===== src/rtl/atm_session_arbiter_if.sv =====
// Signal bundle between the terminal front-ends / ATM controller and the session arbiter.
// The master side drives requests and controller status; the slave side is the arbiter.
interface atm_session_arbiter_if #(
  parameter int NUM_TERM = 4
);
  logic [NUM_TERM-1:0]   req;
  logic [5*NUM_TERM-1:0] term_account;
  logic [4*NUM_TERM-1:0] term_pin;
  logic [3*NUM_TERM-1:0] term_amount;
  logic [2*NUM_TERM-1:0] term_op;
  logic                  ctl_done;
  logic                  ctl_ok;
  logic [NUM_TERM-1:0]   gnt;
  logic                  busy;
  logic                  ctl_start;
  logic                  ctl_abort;
  logic [4:0]            ctl_account;
  logic [3:0]            ctl_pin;
  logic [2:0]            ctl_amount;
  logic [1:0]            ctl_op;
  logic [NUM_TERM-1:0]   term_done;
  logic [NUM_TERM-1:0]   term_ok;

  modport master (
    output req, term_account, term_pin, term_amount, term_op, ctl_done, ctl_ok,
    input  gnt, busy, ctl_start, ctl_abort, ctl_account, ctl_pin, ctl_amount, ctl_op,
           term_done, term_ok
  );

  modport slave (
    input  req, term_account, term_pin, term_amount, term_op, ctl_done, ctl_ok,
    output gnt, busy, ctl_start, ctl_abort, ctl_account, ctl_pin, ctl_amount, ctl_op,
           term_done, term_ok
  );
endinterface


===== src/rtl/atm_session_arbiter.sv =====
// Round-robin session arbiter sharing one ATM controller datapath between NUM_TERM terminals.
// All outputs are registered from the next-state decode; reset is asynchronous and active-low.
module atm_session_arbiter #(
  parameter int NUM_TERM = 4,
  parameter int TIMEOUT  = 16
) (
  input  logic                 clk,
  input  logic                 rst,
  atm_session_arbiter_if.slave sess
);
  localparam int IDX_W = (NUM_TERM > 1) ? $clog2(NUM_TERM) : 1;
  localparam int TMR_W = $clog2(TIMEOUT + 1);

  typedef enum logic [2:0] {IDLE, LOAD, RUN, DONE, ABORT} state_t;

  state_t              state, state_nxt;
  logic [IDX_W-1:0]    last, last_nxt;
  logic [IDX_W-1:0]    sel, sel_nxt;
  logic [IDX_W-1:0]    win;
  logic                win_vld;
  logic [TMR_W-1:0]    timer, timer_nxt;
  logic [NUM_TERM-1:0] ok_nxt;
  logic [4:0]          account_mux;
  logic [3:0]          pin_mux;
  logic [2:0]          amount_mux;
  logic [1:0]          op_mux;

  // Search begins just after the previous winner so a re-requesting terminal is considered last.
  always_comb begin
    win     = last;
    win_vld = 1'b0;
    for (int k = 1; k <= NUM_TERM; k++) begin
      if (!win_vld && sess.req[IDX_W'((int'(last) + k) % NUM_TERM)]) begin
        win     = IDX_W'((int'(last) + k) % NUM_TERM);
        win_vld = 1'b1;
      end
    end
  end

  always_comb begin
    account_mux = '0;
    pin_mux     = '0;
    amount_mux  = '0;
    op_mux      = '0;
    for (int i = 0; i < NUM_TERM; i++) begin
      if (win == IDX_W'(i)) begin
        account_mux = sess.term_account[5*i +: 5];
        pin_mux     = sess.term_pin[4*i +: 4];
        amount_mux  = sess.term_amount[3*i +: 3];
        op_mux      = sess.term_op[2*i +: 2];
      end
    end
  end

  always_comb begin
    state_nxt = state;
    last_nxt  = last;
    sel_nxt   = sel;
    timer_nxt = timer;
    ok_nxt    = '0;
    case (state)
      IDLE: begin
        if (win_vld) begin
          state_nxt = LOAD;
          sel_nxt   = win;
          last_nxt  = win;
        end
      end
      LOAD: begin
        state_nxt = RUN;
        timer_nxt = '0;
      end
      RUN: begin
        // Completion outranks card removal and timeout when they coincide.
        if (sess.ctl_done) begin
          state_nxt = DONE;
          ok_nxt    = sess.gnt & {NUM_TERM{sess.ctl_ok}};
        end else if (!sess.req[sel]) begin
          state_nxt = ABORT;
        end else if (timer == TMR_W'(TIMEOUT - 1)) begin
          state_nxt = ABORT;
        end else begin
          timer_nxt = timer + 1'b1;
        end
      end
      DONE, ABORT: state_nxt = IDLE;
      default:     state_nxt = IDLE;
    endcase
  end

  always_ff @(posedge clk or negedge rst) begin
    if (!rst) begin
      state <= IDLE;
      last  <= IDX_W'(NUM_TERM - 1);
      sel   <= '0;
      timer <= '0;
    end else begin
      state <= state_nxt;
      last  <= last_nxt;
      sel   <= sel_nxt;
      timer <= timer_nxt;
    end
  end

  always_ff @(posedge clk or negedge rst) begin
    if (!rst) begin
      sess.gnt         <= '0;
      sess.busy        <= 1'b0;
      sess.ctl_start   <= 1'b0;
      sess.ctl_abort   <= 1'b0;
      sess.ctl_account <= '0;
      sess.ctl_pin     <= '0;
      sess.ctl_amount  <= '0;
      sess.ctl_op      <= '0;
      sess.term_done   <= '0;
      sess.term_ok     <= '0;
    end else begin
      sess.busy      <= (state_nxt != IDLE);
      sess.ctl_start <= (state_nxt == LOAD);
      sess.ctl_abort <= (state_nxt == ABORT);
      sess.term_ok   <= ok_nxt;
      sess.term_done <= (state_nxt == DONE || state_nxt == ABORT) ? sess.gnt : '0;
      // Snapshot is taken once at grant time and left in place after the session ends.
      if (state_nxt == LOAD) begin
        sess.gnt         <= {{(NUM_TERM-1){1'b0}}, 1'b1} << win;
        sess.ctl_account <= account_mux;
        sess.ctl_pin     <= pin_mux;
        sess.ctl_amount  <= amount_mux;
        sess.ctl_op      <= op_mux;
      end else if (state_nxt == IDLE) begin
        sess.gnt <= '0;
      end
    end
  end
endmodule


===== src/flat_wrapper.sv =====
// flat-port wrapper written by rule: the top's interface ports become plain ports
module atm_session_arbiter_flat 
#(
  parameter int NUM_TERM = 4,
  parameter int TIMEOUT  = 16
)
  (clk, rst, sess_req, sess_term_account, sess_term_pin, sess_term_amount, sess_term_op, sess_ctl_done, sess_ctl_ok, sess_gnt, sess_busy, sess_ctl_start, sess_ctl_abort, sess_ctl_account, sess_ctl_pin, sess_ctl_amount, sess_ctl_op, sess_term_done, sess_term_ok);
  atm_session_arbiter_if #(.NUM_TERM(NUM_TERM)) sess_i ();
  input  logic clk;
  input  logic rst;
  input wire logic [$bits(sess_i.req)-1:0] sess_req;
  input wire logic [$bits(sess_i.term_account)-1:0] sess_term_account;
  input wire logic [$bits(sess_i.term_pin)-1:0] sess_term_pin;
  input wire logic [$bits(sess_i.term_amount)-1:0] sess_term_amount;
  input wire logic [$bits(sess_i.term_op)-1:0] sess_term_op;
  input wire logic [$bits(sess_i.ctl_done)-1:0] sess_ctl_done;
  input wire logic [$bits(sess_i.ctl_ok)-1:0] sess_ctl_ok;
  output wire logic [$bits(sess_i.gnt)-1:0] sess_gnt;
  output wire logic [$bits(sess_i.busy)-1:0] sess_busy;
  output wire logic [$bits(sess_i.ctl_start)-1:0] sess_ctl_start;
  output wire logic [$bits(sess_i.ctl_abort)-1:0] sess_ctl_abort;
  output wire logic [$bits(sess_i.ctl_account)-1:0] sess_ctl_account;
  output wire logic [$bits(sess_i.ctl_pin)-1:0] sess_ctl_pin;
  output wire logic [$bits(sess_i.ctl_amount)-1:0] sess_ctl_amount;
  output wire logic [$bits(sess_i.ctl_op)-1:0] sess_ctl_op;
  output wire logic [$bits(sess_i.term_done)-1:0] sess_term_done;
  output wire logic [$bits(sess_i.term_ok)-1:0] sess_term_ok;
  assign sess_i.req = sess_req;
  assign sess_i.term_account = sess_term_account;
  assign sess_i.term_pin = sess_term_pin;
  assign sess_i.term_amount = sess_term_amount;
  assign sess_i.term_op = sess_term_op;
  assign sess_i.ctl_done = sess_ctl_done;
  assign sess_i.ctl_ok = sess_ctl_ok;
  assign sess_gnt = sess_i.gnt;
  assign sess_busy = sess_i.busy;
  assign sess_ctl_start = sess_i.ctl_start;
  assign sess_ctl_abort = sess_i.ctl_abort;
  assign sess_ctl_account = sess_i.ctl_account;
  assign sess_ctl_pin = sess_i.ctl_pin;
  assign sess_ctl_amount = sess_i.ctl_amount;
  assign sess_ctl_op = sess_i.ctl_op;
  assign sess_term_done = sess_i.term_done;
  assign sess_term_ok = sess_i.term_ok;
  atm_session_arbiter #(.NUM_TERM(NUM_TERM), .TIMEOUT(TIMEOUT)) u_core (.clk(clk), .rst(rst), .sess(sess_i));
endmodule

===== config.mk =====
export PLATFORM = sky130hd
export DESIGN_NAME = atm_session_arbiter_flat
export DESIGN_NICKNAME = d
export VERILOG_FILES = /design/src/rtl/atm_session_arbiter_if.sv /design/src/rtl/atm_session_arbiter.sv /design/src/flat_wrapper.sv
export SDC_FILE = /design/constraint.sdc
export NUM_CORES = 1
export LEC_CHECK = 0
export BUFFER_PORTS_ARGS = -buffer_cell sky130_fd_sc_hd__buf_4
export CAP_MARGIN = 5
export CORE_ASPECT_RATIO = 1.25
export CORE_MARGIN = 8
export CORE_UTILIZATION = 49
export CTS_CLUSTER_DIAMETER = 100
export CTS_CLUSTER_SIZE = 25
export DETAILED_ROUTE_END_ITERATION = 10
export HOLD_SLACK_MARGIN = 0.12
export PLACE_DENSITY = 0.78
export SETUP_SLACK_MARGIN = 0.1
export SLEW_MARGIN = 30
export SYNTH_ARGS = -nofsm -noshare
export SYNTH_HDL_FRONTEND = slang
export SYNTH_SLANG_ARGS = --single-unit

===== constraint.sdc =====
create_clock -name clk -period 2.8 [get_ports clk]
set_clock_uncertainty 0.2 [all_clocks]
set_input_delay 0.7 -clock clk [delete_from_list [all_inputs] [get_ports clk]]
set_output_delay 0.7 -clock clk [all_outputs]
set_load 0.01 [all_outputs]

==> results.md, run 1 <==
Synthesis:
- Counting flops and latches in the post-synthesis netlist gives 41.
- The synthesized area is 2460 um^2.
- The synthesized netlist cell count is 239.
- Yosys mapped a number of flops with a built-in enable equal to 0.
- The simple-gate share of the synthesized area is 0.207.
- By area, the combinational part of the netlist is dominated by compound AO/OA/AOI/OAI gates.
- The net count after synthesis is 305.
- The most common flop cell mapped by yosys is dfrtp_1.
- Counting flops with an async set or reset pin after synthesis yields a share of 1.00.
- The distinct cell type count after synthesis is 58.
- Of the total synthesized cell area, the portion taken by XOR and XNOR cells is 0.00712.
- For this run, the register share of the synthesized area comes to 0.418.
- The share of the synthesized area in compound gates (AO/OA/AOI/OAI) is 0.267.
- After synthesis, the mean cell area works out to 10.3 um^2.
- The area share of fa/ha/maj cells after synthesis is 0.0102.
- For this run, the number of Yosys warnings is 0.
- The share of cell area taken by muxes after synthesis is 0.0310.

Clock tree:
- The maximum buffer depth of the clock tree is 2.
- The clock latency of the later-clocked register in the worst-skew pair is 0.30 ns.
- The total CTS buffers is 5.
- Buffers added to address setup during post-CTS repair amount to 0.
- The number of buffers added to fix hold violations after cts is 0.
- The cell at the root of the clock tree is clkbuf_8.
- The clock sink count is 41.
- The clock tree from TritonCTS is built.
- The clock-pin transition on the worst setup and hold timing paths is 0.08 ns.
- The maximum level of the CTS H-tree is 2.

Timing:
- The total count of max-transition violations in the final report is 0.
- The total negative setup slack is 0 ns.
- The count of final hold-check violations is 0.
- The minimum period implied by the final worst setup slack is 2.52 ns.
- Derived from the worst setup path, the maximum achievable clock frequency is 396 MHz.
- For the pin with the worst max-slew slack, the measured transition is 0.592 ns.
- The final critical-path share of the clock period is 0.901.
- Setup violations remaining at the end of the flow were counted as 0.
- Setup repair after global routing left no endpoint under its margin.
- After layout, the worst setup slack is 0.277 ns.
- In this run the tightest slew margin relative to its limit is 0.604.

Placed design:
- The HPWL after detailed placement is 5310 um.
- The count of input and output buffers is 92.
- At the placement stage, the worst setup path has a slack of 0.116 ns.
- The weighted congestion at the end of routability-driven global placement is 0.833.
- After detailed placement, the design holds a cell count of 379.

Floorplan:
- The initial utilization of the core area, before any placement, comes to 0.495.
- The floorplan has 29 rows.
- The die area is 7550 um^2.
- In this run the horizontal extent of the chip is 79.4 um.
- The die height is 95.2 um.
- The core region is 4970 um^2.
- The top-level port count is 93.

Pwr:
- The total power draw is 3.24 mW.
- Of the total power, combinational logic draws 0.502.
- The share of total power dissipated in sequential elements is 0.320.
- The maximum ir drop on the vdd rail is 0.555 mV.
- The internal portion of the total power is 1.92 mW.
- The switching power of the nets is 1.32 mW.
- The share of total power dissipated in the clock network is 0.178.
- For this design the ratio of total power to cell area is 990 nW/um^2.
- The switching portion of total power is 0.408.
- The cell leakage power is 1.54 nW.

Global route:
- The overall fraction of global-route tracks in use is 0.189.
- The first global-routing pass estimated 11,500 um of wire.
- For this run, global-route usage on met3 was measured as 0.0642.
- The number of global-route vias before repair was 2,403.
- Entering global routing, the biggest net connects 42 pins.
- The global routing met2 resource utilization is 0.324.
- The global routing stage identified its most utilized layer as met2.
- The remaining global-route overflow is 0.
- The global-route met1 utilization is 0.221.
- The number of antenna violations at the first check in global routing was 0.

Detailed routing:
- The total number of vias is 2,146.
- In this run, the number of DRC markers left after iteration 0 of detailed routing was 96.
- The DRC violation count after routing is 0.
- The final layout contains routed wiring with a total length of 6900 um.
- The detail route stage leaves a number of antenna-violating nets equal to 0.
- The post-detailed-route wirelength per cell is 17.8 um.
- After detailed routing, the number of vias per cell comes to 5.55.
- The first-pass detailed-route iteration total is 4.

Setup path:
- Setup slack on the worst reg-to-reg path comes out at 0.28 ns.
- The arrival time of data at the critical path endpoint is 2.53 ns.
- The critical path launch point type is a flip-flop.
- Of all nets on the critical path, the largest fanout is 7.
- The worst setup path is captured at a flip-flop.
- The critical path starts at u_core.timer[0]$_DFFE_PN0P_.
- In this run the critical register-to-register path is captured at u_core.timer[3]$_DFFE_PN0P_.
- The class of the most critical setup path is flip-flop to flip-flop.
- The end of the critical path is u_core.timer[3]$_DFFE_PN0P_.
- The number of cells on the worst reg-to-reg path is 8.
- The worst path required time is 2.81 ns.
- The critical register-to-register path startpoint is u_core.timer[0]$_DFFE_PN0P_.

Final layout:
- The area overhead of the layout relative to synthesis is 33.2%.
- The most common cell after layout, fill and taps aside is buf_4.
- After the last flow step, the layout net total stands at 390.
- Once layout is complete, the utilization of the core stands at 0.659.
- In the layout the commonest cells are buf_4 (94), dfrtp_1 (38), nand2_1 (28), nor2_1 (23), and2_1 (16).
- 0 antenna diodes ended up in the layout.
- The count of cells in the finished layout, fillers not included, comes to 387.
- Of the cells placed in the final design, the portion with a size suffix greater than 1 is 0.412.

Worst hold path:
- The min-delay analysis places its worst path in the category primary input to asynchronous set/reset pin.

Status:
- The run finished with clean final reports.

Run:
- The count of maximum capacitance violations is 0.
per-layer routing:
metal  vias to the layer above  wire, um
met5                         -         0
met4                         0        83
met2                        76      3470
met3                         8       463
met1                      1013      2890
li1                       1049         -
Yosys cell counts (3+ instances only):
cell type,n,area share
dfrtp_1,39,0.40
nand2_1,28,0.043
nor2_1,23,0.035
and2_1,16,0.041
a211oi_1,9,0.027
inv_1,9,0.014
a221oi_2,8,0.049
a311oi_2,8,0.049
buf_2,7,0.014
and3_1,6,0.015
mux2i_1,5,0.020
nor2b_1,5,0.013
buf_4,4,0.012
a21o_1,3,0.0092
a221oi_1,3,0.011
a22o_1,3,0.011
a22oi_1,3,0.0092
buf_6,3,0.014
nand2b_1,3,0.0076
nor4b_1,3,0.011
o21ai_0,3,0.0061
o21ai_1,3,0.0061
o2bb2ai_1,3,0.011
flip-flops by register name, summed over array words and instances (netlist names):
signal / flops
u_core.sess.ctl_amount: 3
u_core.timer: 5
u_core.sess.ctl_op: 2
u_core.last: 2
u_core.sess.term_ok: 4
u_core.sess.ctl_pin: 4
u_core.sess.busy: 1
u_core.sess.gnt: 4
u_core.sess.ctl_account: 5
u_core.state: 3
u_core.sess.term_done: 4
u_core.sess.ctl_start: 1
u_core.sess.ctl_abort: 1
u_core.sel: 2
kinds of logic (layout without fill, tap and decap cells):
group,after synthesis,count (layout)
and+or+nand+nor,97,97
adders and majority gates,2,2
xor gates and xnor gates,2,2
buffers and inverters,26,112
DFF,41,41
AOI/OAI and AO/OA,64,64
muxes,7,7
per-stage QoR:
| stage | instance area, um^2 | hold WS (ns) |
|---|---|---|
| 2_1_floorplan | 2460 | 0.204 |
| 3_3_place_gp | 3140 | 0.277 |
| 3_5_place_dp | 3140 | 0.283 |
| 6_report | 3270 | 0.177 |
| 4_1_cts | 3270 | 0.192 |
| 5_1_grt | 3270 | 0.214 |
layout make-up:
type	count	area, um^2
flip-flops and latches	41	1030
clock buffers	5	68.8
repair buffers	94	706
multi-input cells	172	1280
clock inverters	3	68.8
fillers	415	1700
inverters	10	40.0
well taps	62	77.6
power by group through the flow:
stage / clock [mW] / sequential (mW) / combinational [mW]
CTS: 0.586 / 1.03 / 1.64
finish: 0.576 / 1.04 / 1.63
global placement: 0 / 1.04 / 1.60
floorplan: 0 / 1.01 / 1.17
global route: 0.607 / 1.07 / 1.80
detailed placement: 0 / 1.04 / 1.63
timing repair:
action / 4_1_cts / 5_1_grt
hold endpoints to repair: 0 / 0
setup endpoints to repair: 0 / 1
gates resized for setup: 0 / 1
critical path, cell delays in order, from the launching register on:
cell and delay, ns:
dfrtp_2 0.44, ha_1 0.23, and3_1 0.19, ha_1 0.19, nor2b_1 0.13, a221oi_2 0.12, or2_4 0.28, or4_1 0.47
o211ai_1 0.18
worst min path at each step:
| stage | start | to | cells after the start |
|---|---|---|---|
| 2_1_floorplan | rst | u_core.sel[0]$_DFFE_PN0P_ | 0 |
| 3_3_place_gp | u_core.timer[4]$_DFFE_PN0P_ | u_core.timer[4]$_DFFE_PN0P_ | 1 |
| 3_5_place_dp | u_core.timer[4]$_DFFE_PN0P_ | u_core.timer[4]$_DFFE_PN0P_ | 1 |
| 4_1_cts | rst | u_core.sess.ctl_account[2]$_DFFE_PN0N_ | 1 |
| 5_1_grt | rst | u_core.sess.busy$_DFF_PN0_ | 1 |
| 6_report | rst | u_core.timer[0]$_DFFE_PN0P_ | 1 |
(Power assumes the default switching activity.)
==> run 2: changes to the inputs <==
BUFFER_PORTS_ARGS = -buffer_cell sky130_fd_sc_hd__buf_2   (was -buffer_cell sky130_fd_sc_hd__buf_4)
==> results.md, run 2 (synthesis results as in run 1) <==
Status:
- The run finished with clean final reports.

Detailed routing:
- The initial detailed-routing violation count is 171.
- The residual antenna-violating net count after detailed routing is 0.
- The first TritonRoute pass finished after 4 iterations.
- The post-detailed-route wirelength per cell is 16.8 um.
- The via density per instance is 5.57.
- In the routed design, unresolved DRC markers number 0.
- The final layout contains routed wiring with a total length of 6550 um.
- For this block, the via count after detailed routing is 2,167.

Floorplan:
- The top-level port count is 93.
- From bottom edge to top edge, the die measures 95.2 um.
- The initial core utilization is 0.495.
- The floorplan step set the die width to 79.4 um.
- After floorplanning, the core was sized to cover 4970 um^2.
- The die covers 7550 um^2.
- The number of core rows is 29.

Setup path:
- Among the stages of the critical path, the cell type that occurs most often is ha_1.
- In this run the number of cells on the critical path is 8.
- For the worst flop-to-flop path, the logic depth is 8.
- The critical path is of the flip-flop to flip-flop type.
- The kind of cell with the highest combined delay along the critical path is simple AND/OR/NAND/NOR gates.
- Across all register-to-register paths, the minimum setup slack is 0.29 ns.
- On the worst path, the slowest cell contributes a delay of 0.46 ns.
- The worst-path cell with the longest stage delay is or4_1.
- The worst path required time is 2.82 ns.
- The critical path goes through ha_1, and3_1, ha_1, nor2b_1, a221oi_2, or2_4, or4_1, o211ai_1.
- The arrival time of data at the critical path endpoint is 2.53 ns.
- Along the worst path, the maximum fanout reaches 7.
- The critical path contains buffers and inverters numbering 0 combined.
- The worst setup path is launched from a flip-flop.
- The category of the worst setup path capture point is a flip-flop.

Pwr:
- For this design the total switching power over the nets is 1.29 mW.
- The share of total power dissipated in combinational logic is 0.501.
- The cell leakage power is 1.47 nW.
- The maximum ir drop on the vdd rail is 0.631 mV.
- The relative contribution of sequential cells to total power is 0.338.
- The switching portion of total power is 0.423.
- In this run the power density over the cells is 1010 nW/um^2.
- The fraction of power consumed by the clock network is 0.162.
- The internal portion of the total power is 1.77 mW.

Run:
- The tool flagged a number of max-cap violations equal to 0.

Final layout:
- The area overhead of the layout relative to synthesis is 23.6%.
- The net count reported at finish is 392.
- Leaving out fill and tap cells, the most frequent cells in the layout are buf_2 (91), dfrtp_1 (39), nand2_1 (28), nor2_1 (23), and2_1 (16).
- 0 antenna diodes ended up in the layout.
- Leaving out fill and tap cells, the most frequent cell in the layout is buf_2.
- The number of standard cells in the final layout excluding fillers is 389.
- Of the cells placed in the final design, the portion with a size suffix greater than 1 is 0.410.
- The largest registers in the layout are u_core.sess.ctl_account (5), u_core.timer (5).

Placed design:
- Timing analysis after detailed placement gives a worst setup slack of 0.137 ns.
- After detailed placement, the design holds a cell count of 381.
- The weighted congestion at the end of routability-driven global placement is 0.844.
- Detailed placement finished with a half-perimeter wire length of 4970 um.
- The count of input and output buffers is 92.

Clock tree:
- The total CTS buffers is 5.
- The number of setup buffers added after CTS is 0.
- The clock latency of the later-clocked register in the worst-skew pair is 0.30 ns.
- The maximum buffer depth of the clock tree is 2.
- The total of cells resized after clock tree synthesis is 0.
- The clock tree from TritonCTS is built.
- The maximum level of the CTS H-tree is 2.
- The number of buffers added to fix hold violations after cts is 0.
- Clock tree synthesis selected as its root buffer the cell clkbuf_8.
- The clock sink count is 41.
- Clock-pin slew was measured on the worst setup and hold paths at 0.08 ns.

Timing:
- Subtracting the final worst setup slack from the clock period gives 2.51 ns.
- Setup violations remaining at the end of the flow were counted as 0.
- For this run, the top clock speed supported by timing is 398 MHz.
- Dividing the final minimum period by the clock period gives 0.897.
- The pin slew with the least headroom to its limit is 0.587 ns.
- Across all hold checks on the routed design, the worst slack comes to 0.172 ns.
- The relative slew slack is 0.608.
- The count of final hold-check violations came to 0.
- The total count of max-transition violations in the final report is 0.
- The worst setup margin is 0.290 ns.
- For the final routed database, the setup TNS stands at 0 ns.
- Setup repair after global routing left no endpoint under its margin.

Global route:
- In the global route stage, overall resource usage came out at 0.181.
- Entering global routing, the biggest net connects 42 pins.
- Global routing finished with a remaining overflow of 0.
- The number of global-route vias before repair is 2,234.
- The number of antenna violations at the first check in global routing is 0.
- The first global-routing pass estimated 10,900 um of wire.

Worst hold path:
- The tightest min-delay check is of the primary input to asynchronous set/reset pin type.
[run 2: cell type report]
cell class                 count  area [um^2]
inverter                      10         40.0
sequential                    41         1030
timing repair buffer          96          493
clock buffer                   7         86.3
multi-input combinational    172         1280
fill                         413         1930
clock inverter                 1         30.0
tap                           62         77.6
[run 2: final timing paths]
check,start,to
max,u_core.timer[0]$_DFFE_PN0P_,u_core.timer[3]$_DFFE_PN0P_
min,rst,u_core.timer[0]$_DFFE_PN0P_
max reg2reg,u_core.timer[0]$_DFFE_PN0P_,u_core.timer[3]$_DFFE_PN0P_
min reg2reg,u_core.timer[4]$_DFFE_PN0P_,u_core.timer[4]$_DFFE_PN0P_
max in group asynchronous,rst,u_core.last[1]$_DFFE_PN1P_
min in group clk,u_core.timer[4]$_DFFE_PN0P_,u_core.timer[4]$_DFFE_PN0P_
[run 2: power by group through the flow]
stage          combinational (mW)  sequential (mW)  clock (mW)
6_report                     1.53             1.03       0.496
5_1_grt                      1.69             1.06       0.533
4_1_cts                      1.55             1.03       0.507
3_5_place_dp                 1.54             1.04           0
3_3_place_gp                 1.51             1.03           0
2_1_floorplan                1.17             1.01           0
[run 2: stage by stage]
stage                     area [um^2]  power [mW]  utilization
after CTS                        3040        3.09        0.611
after detailed placement         2920        2.58        0.587
final                            3040        3.06        0.611
after global routing             3040        3.29        0.611
after floorplan                  2460        2.18            -
after global placement           2920        2.55        0.587
[run 2: layer usage]
| metal | vias to the layer above | part of all wire | GRT usage |
|---|---|---|---|
| met2 | 92 | 0.48 | 0.286 |
| li1 | 1045 | - | - |
| met5 | - | 0 | 0 |
| met3 | 11 | 0.066 | 0.0547 |
| met4 | 0 | 0.018 | 0.0573 |
| met1 | 1019 | 0.44 | 0.230 |
